**config.mk**
```make
export PLATFORM = sky130hd
export DESIGN_NAME = acc_operand_sequencer
export DESIGN_NICKNAME = d
export VERILOG_FILES = /design/src/rtl/acc_operand_sequencer_pkg.sv /design/src/rtl/acc_op_fifo.sv /design/src/rtl/acc_operand_sequencer.sv
export SDC_FILE = /design/constraint.sdc
export NUM_CORES = 1
export LEC_CHECK = 0
export BUFFER_PORTS_ARGS = -buffer_cell sky130_fd_sc_hd__buf_2
export CAP_MARGIN = 20
export CELL_PAD_IN_SITES_DETAIL_PLACEMENT = 0
export CELL_PAD_IN_SITES_GLOBAL_PLACEMENT = 2
export CORE_MARGIN = 10
export CORE_UTILIZATION = 38
export DETAILED_ROUTE_END_ITERATION = 8
export PLACE_DENSITY_LB_ADDON = 0.12
export SLEW_MARGIN = 40
export SYNTH_ARGS = -nofsm -noshare
export SYNTH_HDL_FRONTEND = slang
export SYNTH_SLANG_ARGS = --single-unit
```
**constraint.sdc**
```tcl
create_clock -name clk -period 2.99 [get_ports clk]
set_input_delay 0 -clock clk [delete_from_list [all_inputs] [get_ports clk]]
set_output_delay 0 -clock clk [all_outputs]
set_load 0.1 [all_outputs]
```
**src/rtl/acc_operand_sequencer_pkg.sv**
```systemverilog
// Shared types and default constants for the accumulator operand sequencer.
package acc_operand_sequencer_pkg;

    localparam int unsigned N_DEF       = 8;
    localparam int unsigned DEPTH_DEF   = 4;
    localparam int unsigned CNT_W_DEF   = 8;
    localparam int unsigned TIMEOUT_DEF = 64;

    typedef enum logic [1:0] {
        ST_IDLE  = 2'd0,
        ST_CLEAR = 2'd1,
        ST_ISSUE = 2'd2,
        ST_WAIT  = 2'd3
    } seq_state_e;

    // FIFO entry is {last, data}
    function automatic int unsigned fifo_entry_w(input int unsigned n);
        return n + 1;
    endfunction

    localparam int unsigned ENTRY_W_DEF = N_DEF + 1;

endpackage

```
**src/rtl/acc_op_fifo.sv**
```systemverilog
// Small synchronous FIFO; pointers wrap naturally because DEPTH is a power of 2.
module acc_op_fifo #(
    parameter  int unsigned W     = 9,
    parameter  int unsigned DEPTH = 4,
    localparam int unsigned AW    = $clog2(DEPTH),
    localparam int unsigned CW    = AW + 1
) (
    input  logic          clk,
    input  logic          reset,
    input  logic          push_i,
    input  logic          pop_i,
    input  logic [W-1:0]  din_i,
    output logic [W-1:0]  dout_o,
    output logic          full_o,
    output logic          empty_o,
    output logic [CW-1:0] count_o
);

    logic [W-1:0]  mem_q [DEPTH];
    logic [AW-1:0] wr_ptr_q;
    logic [AW-1:0] rd_ptr_q;
    logic [CW-1:0] count_q;
    logic          push_ok;
    logic          pop_ok;

    assign full_o  = (count_q == CW'(DEPTH));
    assign empty_o = (count_q == '0);
    assign count_o = count_q;
    assign dout_o  = mem_q[rd_ptr_q];
    assign push_ok = push_i && !full_o;
    assign pop_ok  = pop_i && !empty_o;

    // Storage array; contents need no reset since count gates visibility
    always_ff @(posedge clk) begin
        if (push_ok) begin
            mem_q[wr_ptr_q] <= din_i;
        end
    end

    // Pointer and occupancy tracking
    always_ff @(posedge clk) begin
        if (reset) begin
            wr_ptr_q <= '0;
            rd_ptr_q <= '0;
            count_q  <= '0;
        end else begin
            if (push_ok) begin
                wr_ptr_q <= wr_ptr_q + AW'(1);
            end
            if (pop_ok) begin
                rd_ptr_q <= rd_ptr_q + AW'(1);
            end
            if (push_ok && !pop_ok) begin
                count_q <= count_q + CW'(1);
            end else if (pop_ok && !push_ok) begin
                count_q <= count_q - CW'(1);
            end
        end
    end

endmodule

```
**src/rtl/acc_operand_sequencer.sv**
```systemverilog
// Feeds operand batches to the serial accumulator and captures batch sums.
module acc_operand_sequencer
    import acc_operand_sequencer_pkg::*;
#(
    parameter int unsigned N       = N_DEF,
    parameter int unsigned DEPTH   = DEPTH_DEF,
    parameter int unsigned CNT_W   = CNT_W_DEF,
    parameter int unsigned TIMEOUT = TIMEOUT_DEF
) (
    input  logic             clk,
    input  logic             reset,
    input  logic             in_valid_i,
    input  logic [N-1:0]     in_data_i,
    input  logic             in_last_i,
    output logic             in_ready_o,
    output logic             load_input_o,
    output logic [N-1:0]     input_data_o,
    output logic             clear_acc_o,
    input  logic [N-1:0]     acc_sum_i,
    input  logic             acc_done_i,
    output logic [N-1:0]     result_o,
    output logic [CNT_W-1:0] result_count_o,
    output logic             result_valid_o,
    output logic             busy_o,
    output logic             err_o
);

    localparam int unsigned EW   = fifo_entry_w(N);
    localparam int unsigned CW   = $clog2(DEPTH) + 1;
    localparam int unsigned WD_W = $clog2(TIMEOUT);

    seq_state_e       state_q, state_d;
    logic             first_pending_q, first_pending_d;
    logic             cur_last_q, cur_last_d;
    logic [N-1:0]     input_data_q, input_data_d;
    logic [CNT_W-1:0] batch_cnt_q, batch_cnt_d;
    logic [WD_W-1:0]  wd_q, wd_d;
    logic [N-1:0]     result_q, result_d;
    logic [CNT_W-1:0] result_count_q, result_count_d;
    logic             result_valid_q, result_valid_d;
    logic             load_q, load_d;
    logic             clear_q, clear_d;
    logic             err_q, err_d;
    logic             busy_q, busy_d;

    logic             push_c;
    logic             pop_c;
    logic [EW-1:0]    head_c;
    logic             full_c;
    logic             empty_c;
    logic [CW-1:0]    count_c;
    logic [CW-1:0]    count_nxt_c;

    assign push_c     = in_valid_i && !full_c;
    assign in_ready_o = !full_c;

    acc_op_fifo #(
        .W     (EW),
        .DEPTH (DEPTH)
    ) u_fifo (
        .clk     (clk),
        .reset   (reset),
        .push_i  (push_c),
        .pop_i   (pop_c),
        .din_i   ({in_last_i, in_data_i}),
        .dout_o  (head_c),
        .full_o  (full_c),
        .empty_o (empty_c),
        .count_o (count_c)
    );

    // Next-state, datapath updates and pulse generation
    always_comb begin
        state_d         = state_q;
        first_pending_d = first_pending_q;
        cur_last_d      = cur_last_q;
        input_data_d    = input_data_q;
        batch_cnt_d     = batch_cnt_q;
        wd_d            = wd_q;
        result_d        = result_q;
        result_count_d  = result_count_q;
        result_valid_d  = 1'b0;
        err_d           = err_q;
        pop_c           = 1'b0;

        case (state_q)
            ST_IDLE: begin
                if (!empty_c) begin
                    if (first_pending_q) begin
                        state_d = ST_CLEAR;
                    end else begin
                        state_d = ST_ISSUE;
                        pop_c   = 1'b1;
                    end
                end
            end
            ST_CLEAR: begin
                first_pending_d = 1'b0;
                pop_c           = 1'b1;
                state_d         = ST_ISSUE;
            end
            ST_ISSUE: begin
                wd_d    = '0;
                state_d = ST_WAIT;
            end
            ST_WAIT: begin
                if (acc_done_i) begin
                    batch_cnt_d = batch_cnt_q + CNT_W'(1);
                    if (cur_last_q) begin
                        result_d        = acc_sum_i;
                        result_count_d  = batch_cnt_q + CNT_W'(1);
                        result_valid_d  = 1'b1;
                        batch_cnt_d     = '0;
                        first_pending_d = 1'b1;
                    end
                    state_d = ST_IDLE;
                end else if (wd_q == WD_W'(TIMEOUT - 1)) begin
                    // Abandon the batch; whatever is queued starts afresh
                    err_d           = 1'b1;
                    first_pending_d = 1'b1;
                    batch_cnt_d     = '0;
                    state_d         = ST_IDLE;
                end else begin
                    wd_d = wd_q + WD_W'(1);
                end
            end
            default: begin
                state_d = ST_IDLE;
            end
        endcase

        if (pop_c) begin
            input_data_d = head_c[N-1:0];
            cur_last_d   = head_c[N];
        end

        clear_d     = (state_d == ST_CLEAR);
        load_d      = (state_d == ST_ISSUE);
        count_nxt_c = count_c + CW'(push_c) - CW'(pop_c);
        busy_d      = (state_d != ST_IDLE) || (count_nxt_c != '0);
    end

    // State and registered outputs
    always_ff @(posedge clk) begin
        if (reset) begin
            state_q         <= ST_IDLE;
            first_pending_q <= 1'b1;
            cur_last_q      <= 1'b0;
            input_data_q    <= '0;
            batch_cnt_q     <= '0;
            wd_q            <= '0;
            result_q        <= '0;
            result_count_q  <= '0;
            result_valid_q  <= 1'b0;
            load_q          <= 1'b0;
            clear_q         <= 1'b0;
            err_q           <= 1'b0;
            busy_q          <= 1'b0;
        end else begin
            state_q         <= state_d;
            first_pending_q <= first_pending_d;
            cur_last_q      <= cur_last_d;
            input_data_q    <= input_data_d;
            batch_cnt_q     <= batch_cnt_d;
            wd_q            <= wd_d;
            result_q        <= result_d;
            result_count_q  <= result_count_d;
            result_valid_q  <= result_valid_d;
            load_q          <= load_d;
            clear_q         <= clear_d;
            err_q           <= err_d;
            busy_q          <= busy_d;
        end
    end

    assign load_input_o   = load_q;
    assign input_data_o   = input_data_q;
    assign clear_acc_o    = clear_q;
    assign result_o       = result_q;
    assign result_count_o = result_count_q;
    assign result_valid_o = result_valid_q;
    assign busy_o         = busy_q;
    assign err_o          = err_q;

endmodule

```
==> flow_results.org, run 1 <==
** Cells and area
- The number of antenna diodes in the final layout is 0.
- FF+latch area :: 2162 µm²
- Post-layout nets :: 411
- From synthesis to final layout, the design area changed by 19.33%.
- The multi-input combinational cells in the finished layout cover a total of 1405 µm².
- Leaving out fill and tap cells, the most frequent cell in the layout is sky130_fd_sc_hd__dfxtp_1.
- Of the cells placed in the final design, the portion with a size suffix greater than 1 is 22.14%.
- Most frequent cells in the layout :: 54 x sky130_fd_sc_hd__dfxtp_1, 49 x sky130_fd_sc_hd__buf_2, 36 x sky130_fd_sc_hd__edfxtp_1, 34 x sky130_fd_sc_hd__nor2_1, 26 x sky130_fd_sc_hd__nand2_1
- Cells fill 45.92% of the core in the end.
- Number of fillers in the final layout :: 939

** Timing
- The final count of hold timing violations was 0.
- Setup violations remaining at the end of the flow were counted as 0.
- Worst slew pin tran :: 0.6940 ns
- The worst path in the final design needs a cycle of 2.484 ns, including I/O delays and setup.
- Number of max-slew violations in the final report :: 0
- After layout, the worst path uses 83.07% of the clock period.
- Unrepaired setup endpoints after global routing :: no
- Worst relative slew slack :: 53.67%
- After routing, the total negative slack on setup checks comes to 0 ns.
- Derived from the worst setup path, the maximum achievable clock frequency is 402.6 MHz.
- Worst Skew :: 0.01900 ns

** Yosys
- Post-synthesis average cell area :: 11.78 µm²
- Count of flip-flops with a built-in enable after synthesis :: 36
- Post-Syn Nets :: 347
- Post-Syn Area :: 3710 µm²
- Yosys printed 0 warnings.
- Async SR Flop Fraction :: 0%
- Predominant post-synthesis flop cell :: sky130_fd_sc_hd__dfxtp_1
- Count of distinct cell types in the synthesized netlist :: 50
- After technology mapping, the gate count stands at 315.
- Sequential elements use 58.28% of the synthesized area.
- Counting flops and latches in the post-synthesis netlist gives 90.

** Global route
- Overflow after GRT :: 0
- First-pass GRT wire length :: 12.74 mm
- Global routing used 11.15% of the available tracks.
- Initial antenna violation count :: 0
- Via count of the first global-routing pass :: 2451
- Largest net degree at the start of global routing :: 47

** Clock network
- In this run the deepest clock path goes through 2 buffers.
- Resized cells post-CTS :: 0
- Worst-Skew Late Latency :: 0.37 ns
- The clock drives 90 sinks.
- CTS tree :: built
- Clock buffer count from CTS :: 9
- The cell sitting at the root of the clock tree is a sky130_fd_sc_hd__clkbuf_8.
- Max H-tree Level :: 3
- Post-CTS clock slew at the launch and capture registers of the worst setup and hold paths :: 0.10 ns

** Placement
- Half-perimeter wire length after detailed placement :: 5.086 mm
- Placer congestion estimate :: 0.7008
- Count of buffers from port buffering :: 50

** Die
- Floorplan row count :: 36
- Horiz. Die Dim :: 118.8 µm
- The initial utilization of the core area, before any placement, comes to 38.49%.
- From bottom edge to top edge, the die measures 118.8 µm.
- The core region is 9639 µm².
- In this run the count of I/O pins placed on the die edge is 51.
- The die covers 14110 µm².

** Worst setup path
- Critical path buffers and inverters :: 2
- Data on the critical path is required at its endpoint by 3.22 ns.
- Cell breakdown of the critical path :: nor3_2 -> o31a_1 -> inv_1 -> ha_1 -> inv_1 -> ha_1 -> fa_1 -> xor2_1 -> xnor2_1 -> nor3_1 -> a31oi_1
- Crit path kind :: reg2reg
- Of all nets on the critical path, the largest fanout is 7.
- Slowest cell on crit path :: sky130_fd_sc_hd__dfxtp_1
- In this design, the stage delay of the slowest critical-path cell is 0.39 ns.
- Data arrives at the worst endpoint at 2.71 ns.
- Endpoint class of the critical path :: flop
- Category of the worst setup path launch point :: flop
- The kind of cell with the highest combined delay along the critical path is adder cells.

** Drt
- Avg WL per Cell :: 14.72 µm
- The routed layout has 2443 vias.
- Vias per Instance :: 4.725
- Number of antenna-violating nets in the routed design :: 0
- In the routed design, unresolved DRC markers number 0.
- DRT Wirelength :: 7.610 mm
- TritonRoute pass-1 iters :: 4
- Initial drt markers :: 96

** Pwr
- Summed over all cells, the static leakage comes to 0.001726 µW.
- Across the VDD grid, the largest voltage drop is 0.0005536 V.
- For this design the ratio of total power to cell area is 841.4 nW/µm².

** Status
- The run finished with clean final reports.

** Hold path
- The path class of the tightest hold or removal check is in2reg.

** Run
- Maxcap violations :: 0
## cells by family (layout without fill, tap and decap cells)
group                      Yosys count  count (layout)  share of synthesized area, %
buffers and inverters               29              98                         3.844
adders and majority gates           11              11                         4.115
muxes                               20              20                         8.432
AOI/OAI and AO/OA                   55              55                         9.579
and+or+nand+nor                     97              97                         12.68
DFF                                 90              90                         58.28
xor gates and xnor gates            13              13                         3.069
## metal layers
metal / track usage, % / up-vias / part of all wire, %
met5: 0 / - / 0
met4: 3.664 / 0 / 1.3
met3: 3.855 / 7 / 3.7
met2: 19.26 / 34 / 52
met1: 12.61 / 1157 / 43
li1: - / 1245 / -
## stage by stage
stage | cells | area, µm² | worst slack, ns | power (µW) | hold WS (ns)
5_1_grt | 517 | 4427 | 0.2593 | 3979 | 0.09044
3_3_place_gp | 483 | 4044 | 0.5379 | 2926 | 0.2130
2_1_floorplan | 315 | 3710 | 0.3136 | 2701 | 0.09887
3_5_place_dp | 483 | 4046 | 0.5076 | 2931 | 0.2206
4_1_cts | 517 | 4427 | 0.4803 | 3792 | 0.07957
6_report | 517 | 4427 | 0.5062 | 3725 | 0.08888
## power breakdown
part           internal (µW)  switching, µW  total, µW
Clock                    333            496        828
Sequential              1440            152       1600
Combinational            440            859       1300
## state kept, by name, indices dropped and copies added (netlist names), 2 cells and up
register / cells
wd_q: 6
result_o: 8
batch_cnt_q: 8
u_fifo.wr_ptr_q: 2
u_fifo.mem_q: 36
result_count_o: 8
state_q: 2
u_fifo.count_o: 3
u_fifo.rd_ptr_q: 2
input_data_o: 8
## cells in the mapped netlist (2+ instances only)
master | number | area [µm²]
sky130_fd_sc_hd__a21oi_1 | 19 | 95.09
sky130_fd_sc_hd__dfxtp_1 | 54 | 1081
sky130_fd_sc_hd__buf_4 | 2 | 15.01
sky130_fd_sc_hd__a211oi_1 | 6 | 45.04
sky130_fd_sc_hd__inv_1 | 12 | 45.04
sky130_fd_sc_hd__edfxtp_1 | 36 | 1081
sky130_fd_sc_hd__and2_1 | 5 | 31.28
sky130_fd_sc_hd__a31oi_1 | 3 | 18.77
sky130_fd_sc_hd__nand3_1 | 8 | 40.04
sky130_fd_sc_hd__xor2_1 | 7 | 61.31
sky130_fd_sc_hd__mux4_2 | 9 | 202.7
sky130_fd_sc_hd__mux2i_1 | 11 | 110.1
sky130_fd_sc_hd__buf_2 | 3 | 15.01
sky130_fd_sc_hd__and3_1 | 2 | 12.51
sky130_fd_sc_hd__o31a_1 | 3 | 26.28
sky130_fd_sc_hd__ha_1 | 9 | 112.6
sky130_fd_sc_hd__buf_6 | 3 | 33.78
sky130_fd_sc_hd__nand2_1 | 26 | 97.59
sky130_fd_sc_hd__o21ai_0 | 11 | 55.05
sky130_fd_sc_hd__fa_1 | 2 | 40.04
sky130_fd_sc_hd__clkbuf_1 | 8 | 30.03
sky130_fd_sc_hd__xnor2_1 | 6 | 52.55
sky130_fd_sc_hd__nand3b_1 | 2 | 15.01
sky130_fd_sc_hd__or3_1 | 6 | 37.54
sky130_fd_sc_hd__nor3_1 | 2 | 10.01
sky130_fd_sc_hd__nor2_1 | 34 | 127.6
sky130_fd_sc_hd__o31ai_1 | 3 | 22.52
## cell type report
type,count,area share (%)
Sequential cell,90,48.84
Clock buffer,9,2.798
Inverter,12,1.018
Timing Repair Buffer,70,10.12
Tap cell,133,3.759
Clock inverter,7,1.724
Multi-Input combinational cell,196,31.74
## worst paths after layout
kind / from / to / slack, ns / depth (start not counted)
max: u_fifo.count_o[2]$_SDFFE_PP0P_ / busy_o$_SDFF_PP0_ / 0.51 / 11
min: reset / err_o$_SDFFE_PP0P_ / 0.09 / 2
max reg2reg: u_fifo.count_o[2]$_SDFFE_PP0P_ / busy_o$_SDFF_PP0_ / 0.51 / 11
min reg2reg: result_count_o[1]$_SDFFE_PP0P_ / result_count_o[1]$_SDFFE_PP0P_ / 0.45 / 2
## repair_timing
item | in CTS | in global routing
endpoints found under the hold margin | 45 | 0
hold buffers | 18 | 0
buffers inserted | 0 | 0
No activity file was read; power rests on OpenSTA's default activity.
==> inputs of run 2 (changes only) <==
ABC_AREA = 1   (was not set)
CORE_UTILIZATION = 35   (was 38)
clock period = 2.3 ns   (was 2.99 ns; I/O delays follow)
==> run 2 against run 1 <==
Flip-flop and latch count unchanged. Count of clock-buffer cells in the layout increased by 1. Die area increased by 8.3%. Clock skew decreased by 0.0073 ns. Highest routed layer unchanged. Largest power group is now combinational cells. Via count increased by 19%. Wire length increased by 17%. Critical path type unchanged. Worst hold slack got worse by 0.061 ns. Sequential power increased by 28%. Combinational power increased by 62%.
==> flow_results.org, run 2 <==
** Drt
- The residual DRC count is 0 (unchanged).
- Initial drt markers :: 117 (was 96)
- Avg WL per Cell :: 13.95 µm (was 14.72 µm)
- The total wirelength of the detailed-routed design is 8.875 mm (was 7.610 mm).
- The number of vias after detailed routing came to 2913 (was 2443).
- The via density per instance was 4.580 (was 4.725).
- The number of search-and-repair iterations in the first detailed-routing pass was 4 (unchanged).
- The residual antenna-violating net count after detailed routing came to 0 (unchanged).

** Clock network
- Max H-tree Level :: 3 (unchanged)
- Post-CTS clock slew at the launch and capture registers of the worst setup and hold paths :: 0.10 ns (about the same)
- The clock tree root buffer cell is sky130_fd_sc_hd__clkbuf_8 (unchanged).
- The number of buffers inserted during clock tree synthesis came to 9 (unchanged).
- The clock latency at the later pin of the worst-skew pair came to 0.35 ns (was 0.37 ns).
- Clock Path Buffers :: 2 (unchanged)
- CTS tree :: built (unchanged)
- Number of clock sinks seen by CTS :: 90 (unchanged)

** Timing
- Total count of hold-check failures in the final report :: 0 (unchanged)
- Accumulated negative setup slack :: 0 ns (unchanged)
- Maximum clock rate :: 476.2 MHz (was 402.6 MHz)
- Fin crit period :: 2.100 ns (was 2.484 ns)
- The share of the cycle needed by the critical path after routing was 91.31% (was 83.07%).
- Worst relative slew slack :: 66.97% (was 53.67%)
- Worst slew pin tran :: 0.4989 ns (was 0.6940 ns)
- The setup clock skew after layout came to 0.01169 ns (was 0.01900 ns).
- The number of pins with negative max-slew slack in the final report came to 0 (unchanged).
- The setup violation total in the final timing report was 0 (unchanged).
- Unrepaired setup endpoints after global routing :: no (unchanged)

** Worst setup path
- The data arrival time of the critical path is 2.35 ns (was 2.71 ns).
- Crit path kind :: reg2reg (unchanged)
- The number of cells on the worst reg-to-reg path came to 12 (was 11).
- The capture point of the worst path is busy_o$_SDFF_PP0_ (unchanged).
- Endpoint class of the critical path :: flop (unchanged)
- Required time reported for the critical path endpoint :: 2.55 ns (was 3.22 ns)
- Terminus of the critical flop-to-flop path :: busy_o$_SDFF_PP0_ (unchanged)
- Startpoint of the worst-slack reg-to-reg timing path :: u_fifo.count_o[2]$_SDFFE_PP0P_ (unchanged)
- Critical path fanouts, max :: 3 (was 7)
- The register-to-register setup slack came to 0.20 ns (was 0.51 ns).
- Critical path startpoint :: u_fifo.count_o[2]$_SDFFE_PP0P_ (unchanged)
- The kind of start point of the critical path is a flop (unchanged).

** Die
- The die outline height was 123.6 µm (was 118.8 µm).
- Boundary pin count :: 51 (unchanged)
- The die area is 15290 µm² (was 14110 µm²).
- The initial core utilization is 36.10% (was 38.49%).
- The site row count came to 37 (was 36).
- Placeable core region :: 10420 µm² (was 9639 µm²)
- The die width was 123.6 µm (was 118.8 µm).

** Global route
- First-pass GRT wire length :: 14.70 mm (was 12.74 mm)
- The combined global-route utilization of all metal layers is 12.14% (was 11.15%).
- Via count of the first global-routing pass :: 2871 (was 2451)
- Initial antenna violation count :: 0 (unchanged)
- Overflow after GRT :: 0 (unchanged)
- The largest net degree at the start of global routing is 25 (was 47).

** Placement
- The final HPWL from detailed placement is 6.050 mm (was 5.086 mm).
- Instance area at placement :: 4218 µm² (was 4046 µm²)
- The routability-driven placement congestion ratio was 0.7493 (was 0.7008).
- The number of port buffers was 50 (unchanged).

** Status
- Result of the run :: completed (unchanged)

** Yosys
- Most numerous cell in the Yosys netlist :: sky130_fd_sc_hd__nor2_1 (was sky130_fd_sc_hd__dfxtp_1)
- The sequential share of the synthesized area was 57.50% (was 58.28%).
- The gate count of the mapped netlist came to 417 (was 315).
- Post-Syn Area :: 3760 µm² (was 3710 µm²)
- The post-synthesis share of cell area spent on and, or, nand and nor gates was 18.50% (was 12.68%).
- Predominant post-synthesis flop cell :: sky130_fd_sc_hd__dfxtp_1 (unchanged)
- Portion of synthesized cell area occupied by the leading cell type :: 28.75% (was 29.14%)
- The dominant combinational cell family by area after synthesis was simple AND/OR/NAND/NOR gates (unchanged).
- Count of distinct cell types in the synthesized netlist :: 35 (was 50)
- The number of enable-type register cells in the synthesized netlist came to 36 (unchanged).
- Fraction of synthesized area in multiplexers :: 0% (was 8.432%)
- The synthesized netlist net count was 449 (was 347).
- The adder-cell share of the synthesized area is 4.060% (was 4.115%).
- The synthesis warning total was 0 (unchanged).
- Fraction of the mapped netlist area in compound gates :: 12.68% (was 9.578%)
- The per-instance average area after synthesis is 9.016 µm² (was 11.78 µm²).
- Number of storage elements in the synthesis netlist :: 90 (unchanged)
- Async SR Flop Fraction :: 0% (unchanged)
- Commonest cells in the synthesized netlist :: 83 x sky130_fd_sc_hd__nor2_1, 54 x sky130_fd_sc_hd__dfxtp_1, 52 x sky130_fd_sc_hd__nand2_1 (was 54 x sky130_fd_sc_hd__dfxtp_1, 36 x sky130_fd_sc_hd__edfxtp_1, 34 x sky130_fd_sc_hd__nor2_1)
- The area share of xor/xnor cells in the synthesized design was 0.9318% (was 3.069%).
- The largest area contributor in the synthesized netlist was sky130_fd_sc_hd__dfxtp_1 (unchanged).
- Area contributors post-synth :: sky130_fd_sc_hd__dfxtp_1 29%, sky130_fd_sc_hd__edfxtp_1 29%, sky130_fd_sc_hd__nor2_1 8.3% (was sky130_fd_sc_hd__dfxtp_1 29%, sky130_fd_sc_hd__edfxtp_1 29%, sky130_fd_sc_hd__mux4_2 5.5%)

** Pwr
- Power per unit of standard cell area :: 1146 nW/µm² (was 841.4 nW/µm²)
- Leakage power of the design :: 0.001998 µW (was 0.001726 µW)
- VDD IR-drop max :: 0.0006704 V (was 0.0005536 V)

** Cells and area
- Ant. Diodes :: 0 (unchanged)
- Area added between synthesis and finish :: 22.30% (was 19.33%)
- The fraction of final layout cells sized beyond drive strength 1 was 18.60% (was 22.14%).
- Leading cell type in the layout, fill and taps excluded :: sky130_fd_sc_hd__nor2_1 (was sky130_fd_sc_hd__dfxtp_1)
- Most flops, register :: u_fifo.mem_q (unchanged)
- Post-layout nets :: 527 (was 411)
- The summed area of non-filler cells in the final layout came to 4598 µm² (was 4427 µm²).
- Max reg flops :: 36 (unchanged)
- Most frequent cells in the layout :: 83 x sky130_fd_sc_hd__nor2_1, 52 x sky130_fd_sc_hd__nand2_1, 52 x sky130_fd_sc_hd__dfxtp_1, 50 x sky130_fd_sc_hd__buf_2, 49 x sky130_fd_sc_hd__o21ai_0 (was 54 x sky130_fd_sc_hd__dfxtp_1, 49 x sky130_fd_sc_hd__buf_2, 36 x sky130_fd_sc_hd__edfxtp_1, 34 x sky130_fd_sc_hd__nor2_1, 26 x sky130_fd_sc_hd__nand2_1)

** Run
- Maxcap violations :: 0 (unchanged)

** Hold path
- The class of the tightest hold or removal check was in2reg (unchanged).
run 2: changes by cell type after synthesis, sizes merged, moves of 6 or more:
cell / previous run / this run
nor2: 34 / 84
o21ai: 11 / 51
inv: 12 / 43
nand2: 26 / 54
nand3: 8 / 20
mux2i: 11 / 0
mux4: 9 / 0
o22ai: 0 / 9
a211oi: 6 / 0
a21oi: 19 / 25
or3: 6 / 0
run 2: what timing repair did:
action / in CTS / in global routing
gates resized for setup: 0 / 6
setup endpoints to repair: 0 / 1
buffers inserted: 0 / 0
hold endpoints to repair: 44 / 0
hold buffers: 17 / 0
run 2: power by group:
group          switching, µW  internal [µW]  total, µW
clock                    593            519       1110
sequential               136           1910       2050
combinational           1590            519       2110
total                   2320           2950       5270
run 2: cell type report:
class                   instances  area (µm²)
fillers                      1042        5818
flip-flops and latches         90        2167
multi-input cells             270        1378
repair buffers                 80       518.0
well taps                     136       170.2
inverters                      44       165.2
clock buffers                  10       127.6
clock inverters                 6       72.57
run 2: layer usage:
layer | routed length [µm] | part of all wire (%) | global-route usage [%] | vias to the layer above
li1 | - | - | - | 1536
met1 | 4070 | 46 | 14.66 | 1339
met2 | 4459 | 50 | 21.03 | 31
met3 | 270 | 3.0 | 2.941 | 7
met4 | 74 | 0.83 | 3.493 | 0
met5 | 0 | 0 | 0 | -
run 2: worst min-delay path by stage:
stage,startpoint,to,slack (ns),depth (start not counted)
5_1_grt,acc_done_i,err_o$_SDFFE_PP0P_,0.02,3
3_3_place_gp,in_data_i[1],u_fifo.mem_q[0][1]$_DFFE_PP_,0.21,1
3_5_place_dp,in_data_i[1],u_fifo.mem_q[0][1]$_DFFE_PP_,0.22,1
2_1_floorplan,in_data_i[0],u_fifo.mem_q[0][0]$_DFFE_PP_,0.1,0
4_1_cts,acc_done_i,err_o$_SDFFE_PP0P_,0.01,3
6_report,acc_done_i,err_o$_SDFFE_PP0P_,0.03,3
run 2: logic make-up after synthesis:
family	count (synthesis)
xor gates and xnor gates	4
and+or+nand+nor	165
adders and majority gates	11
buffers and inverters	57
DFF	90
AOI/OAI and AO/OA	90
run 2: worst max-delay path: stages, from the launching register on:
cell	delay, ns
sky130_fd_sc_hd__dfxtp_4	0.37
sky130_fd_sc_hd__inv_1	0.10
sky130_fd_sc_hd__nand3_2	0.10
sky130_fd_sc_hd__inv_2	0.08
sky130_fd_sc_hd__a21oi_2	0.06
sky130_fd_sc_hd__ha_1	0.28
sky130_fd_sc_hd__inv_1	0.04
sky130_fd_sc_hd__ha_1	0.18
sky130_fd_sc_hd__fa_1	0.42
sky130_fd_sc_hd__nor2_1	0.10
sky130_fd_sc_hd__nand2_1	0.05
sky130_fd_sc_hd__o21ai_0	0.14
sky130_fd_sc_hd__nand3_1	0.09
run 2: stage by stage:
stage | worst slack, ns | util (%) | total power (µW) | instances | hold WS, ns
6_report | 0.1999 | 44.14 | 5268 | 636 | 0.02765
5_1_grt | 0.02119 | 44.14 | 5624 | 636 | 0.02330
4_1_cts | 0.07399 | 44.05 | 5337 | 636 | 0.01239
3_5_place_dp | 0.08021 | 40.49 | 4184 | 603 | 0.2204
3_3_place_gp | 0.1438 | 40.49 | 4176 | 603 | 0.2126
2_1_floorplan | 0.01211 | - | 3687 | 417 | 0.09887
==> inputs of run 3 (changes only) <==
CELL_PAD_IN_SITES_DETAIL_PLACEMENT = 2   (was 0)
==> run 3 against run 2 <==
Core utilization is the same. Critical path type unchanged. Clock skew grew 0.00068 ns. Flip-flop and latch count is the same. Maximum frequency shrank 2.0%. Clock power is essentially flat. Combinational power grew 4%. First-iteration DRC count shrank 15%. Cell count is the same.
==> flow_results.org, run 3 (synthesis gave the netlist of run 2 again) <==
** Placement
- Count of buffers from port buffering :: 50 (unchanged)
- Placer congestion estimate :: 0.7493 (unchanged)
- The total instance count after detailed placement is 603 (unchanged).
- Worst setup slack after placement :: 0.02325 ns (was 0.08021 ns)
- The final HPWL from detailed placement is 7.884 mm (was 6.050 mm).

** Drt
- Number of antenna-violating nets in the routed design :: 0 (unchanged)
- The number of vias after detailed routing was 3158 (was 2913).
- DRT Wirelength :: 11.18 mm (was 8.875 mm)
- The routed wire length per instance came to 17.58 µm (was 13.95 µm).
- Initial drt markers :: 99 (was 117)
- The via density per instance is 4.965 (was 4.580).
- The residual DRC count was 0 (unchanged).
- TritonRoute pass-1 iters :: 4 (unchanged)

** Cells and area
- The commonest non-fill, non-tap cell in the layout was sky130_fd_sc_hd__nor2_1 (unchanged).
- The area used by multi-input combinational logic was 1378 µm² (unchanged).
- Layout Utilization :: 44.14% (unchanged)
- The fraction of final layout cells sized beyond drive strength 1 is 18.60% (unchanged).
- FF+latch area :: 2170 µm² (was 2167 µm²)
- The synthesis-to-finish area growth came to 22.30% (unchanged).
- Number of standard cells in the final layout excluding fillers :: 636 (unchanged)
- Number of fillers in the final layout :: 1137 (was 1042)
- Post-layout nets :: 527 (unchanged)
- Ant. Diodes :: 0 (unchanged)
- Most frequent cells in the layout: 83 x sky130_fd_sc_hd__nor2_1, 52 x sky130_fd_sc_hd__nand2_1, 52 x sky130_fd_sc_hd__dfxtp_1, 50 x sky130_fd_sc_hd__buf_2, 48 x sky130_fd_sc_hd__o21ai_0 (was 83 x sky130_fd_sc_hd__nor2_1, 52 x sky130_fd_sc_hd__nand2_1, 52 x sky130_fd_sc_hd__dfxtp_1, 50 x sky130_fd_sc_hd__buf_2, 49 x sky130_fd_sc_hd__o21ai_0).
- Most flops, register :: u_fifo.mem_q (unchanged)
- The number of flip-flops under the largest register name is 36 (unchanged).

** Clock network
- Max H-tree Level :: 3 (unchanged)
- The clock net sink count came to 90 (unchanged).
- The TritonCTS clock tree is built (unchanged).
- Clock buffer count from CTS :: 9 (unchanged)
- Worst-Skew Late Latency :: 0.37 ns (was 0.35 ns)
- Post-CTS clock slew at the launch and capture registers of the worst setup and hold paths :: 0.10 ns (about the same)
- The maximum clock path buffer count came to 2 (unchanged).
- CTS Root Buffer Type :: sky130_fd_sc_hd__clkbuf_8 (unchanged)
- Post-CTS setup buffer count :: 0 (unchanged)

** Worst setup path
- The worst-path maximum fanout came to 3 (unchanged).
- The delay of the slowest cell on the worst path was 0.43 ns (was 0.42 ns).
- Cell breakdown of the critical path: inv_1 -> nand3_2 -> inv_2 -> a21oi_2 -> ha_1 -> inv_1 -> ha_1 -> fa_1 -> nor2_1 -> nand2_1 -> o21ai_1 -> nand3_1 (was inv_1 -> nand3_2 -> inv_2 -> a21oi_2 -> ha_1 -> inv_1 -> ha_1 -> fa_1 -> nor2_1 -> nand2_1 -> o21ai_0 -> nand3_1).
- Slowest cell on crit path :: sky130_fd_sc_hd__fa_1 (unchanged)
- Critical path startpoint :: u_fifo.count_o[2]$_SDFFE_PP0P_ (unchanged)
- The type of the worst setup path was reg2reg (unchanged).
- The register-to-register setup slack came to 0.16 ns (was 0.20 ns).
- Arrival time at the worst endpoint :: 2.41 ns (was 2.35 ns)
- Required time reported for the critical path endpoint :: 2.57 ns (was 2.55 ns)
- The type of destination of the critical path was a flop (unchanged).
- Category of the worst setup path launch point :: flop (unchanged)
- Startpoint of the worst-slack reg-to-reg timing path :: u_fifo.count_o[2]$_SDFFE_PP0P_ (unchanged)

** Pwr
- The switching share of power is 45.23% (was 44.02%).
- Clock group share of total power :: 20.8% (was 21.1%)
- The maximum vdd drop was 0.0006157 V (was 0.0006704 V).
- The part of the total power dissipated in sequential elements came to 38.3% (was 38.8%).
- The static leakage came to 0.001993 µW (was 0.001998 µW).
- The post-layout total power is 5382 µW (was 5268 µW).
- The power density over cell area is 1171 nW/µm² (was 1146 nW/µm²).
- Gate power share :: 40.9% (was 40.0%)
- Net switching component of the power :: 2434 µW (was 2319 µW)
- Cell-internal power :: 2948 µW (was 2949 µW)

** Die
- The initial core utilization is 36.10% (unchanged).
- The die outline height was 123.6 µm (unchanged).
- The die area is 15290 µm² (unchanged).
- Boundary pin count :: 51 (unchanged)
- The die width was 123.6 µm (unchanged).
- Placeable core region :: 10420 µm² (unchanged)
- Floorplan row count :: 37 (unchanged)

** Global route
- First-pass GRT wire length :: 18.32 mm (was 14.70 mm)
- The global route total overflow came to 0 (unchanged).
- Via count of the first global-routing pass :: 3506 (was 2871)
- Largest net degree at the start of global routing :: 25 (unchanged)
- Initial antenna violation count :: 0 (unchanged)
- Aggregate global-route resource usage :: 15.32% (was 12.14%)

** Timing
- The fmax came to 466.5 MHz (was 476.2 MHz).
- Worst Skew :: 0.01237 ns (was 0.01169 ns)
- Total count of hold-check failures in the final report :: 0 (unchanged)
- The number of pins with negative max-slew slack in the final report came to 0 (unchanged).
- The share of the cycle needed by the critical path after routing came to 93.20% (was 91.31%).
- The headroom to the max-slew limit was 66.12% (was 66.97%).
- The worst setup margin came to 0.1563 ns (was 0.1999 ns).
- The setup violation total in the final timing report is 0 (unchanged).
- Fin crit period :: 2.144 ns (was 2.100 ns)
- Accumulated negative setup slack :: 0 ns (unchanged)
- The transition at the pin with the smallest max-transition slack was 0.5117 ns (was 0.4989 ns).

** Hold path
- The class of the tightest hold or removal check was in2reg (unchanged).
- The startpoint of the lowest-slack hold path is acc_done_i (unchanged).

** Status
- Result of the run :: completed (unchanged)

** Run
- The max-capacitance violation count is 0 (unchanged).
[run 3: cell types whose count changed in the layout (fill, tap and decap cells not counted)]
cell	change
sky130_fd_sc_hd__clkbuf_1	-1
sky130_fd_sc_hd__clkinv_1	+1
sky130_fd_sc_hd__clkinv_2	-1
sky130_fd_sc_hd__clkinvlp_2	+1
sky130_fd_sc_hd__dfxtp_2	-1
sky130_fd_sc_hd__dfxtp_4	+1
sky130_fd_sc_hd__inv_6	+1
sky130_fd_sc_hd__inv_8	-1
sky130_fd_sc_hd__o21ai_0	-1
sky130_fd_sc_hd__o21ai_1	+1
[run 3: power by group through the flow]
stage | combinational (µW) | sequential (µW) | clock, µW
2_1_floorplan | 943 | 2740 | 0
6_report | 2200 | 2060 | 1120
4_1_cts | 2230 | 2050 | 1150
3_5_place_dp | 2190 | 2090 | 0
3_3_place_gp | 2110 | 2070 | 0
5_1_grt | 2430 | 2090 | 1220
[run 3: routing by layer]
metal  GRT usage, %  vias up  wire length (µm)
met5              0        -                 0
met4          4.949        0               176
met3          3.167       15               291
met2          27.81       30              5811
met1          17.54     1577              4902
li1               -     1536                 -
[run 3: worst paths after layout]
kind / to / cells past startpoint
hold reg to reg: err_o$_SDFFE_PP0P_ / 1
hold / removal: err_o$_SDFFE_PP0P_ / 3
setup / recovery: busy_o$_SDFF_PP0_ / 12
setup reg to reg: busy_o$_SDFF_PP0_ / 12
[run 3: per-stage QoR]
step / hold WS [ns] / instance area [µm²]
2_1_floorplan: 0.09887 / 3772
3_5_place_dp: 0.2236 / 4218
5_1_grt: 0.04967 / 4598
4_1_cts: 0.01327 / 4586
3_3_place_gp: 0.2126 / 4218
6_report: 0.02370 / 4598
[run 3: cell type report]
class / instances / area share (%)
Clock inverter: 7 / 1.605
Multi-Input combinational cell: 270 / 29.96
Inverter: 44 / 3.592
Timing Repair Buffer: 80 / 11.27
Clock buffer: 9 / 2.694
Tap cell: 136 / 3.701
Sequential cell: 90 / 47.18
[run 3: repair_timing]
action                     4_1_cts  5_1_grt
hold buffers                    17        0
hold endpoints to repair        44        0
setup endpoints to repair        0        2
gates resized for setup          0        8
[run 3: worst max-delay path: cells and delay by family (launching register included)]
family,cells,cell delay (ns)
fa+ha+maj,3,0.90
flops,1,0.37
simple gates,4,0.37
buf+inv,3,0.24
compound gates,2,0.17
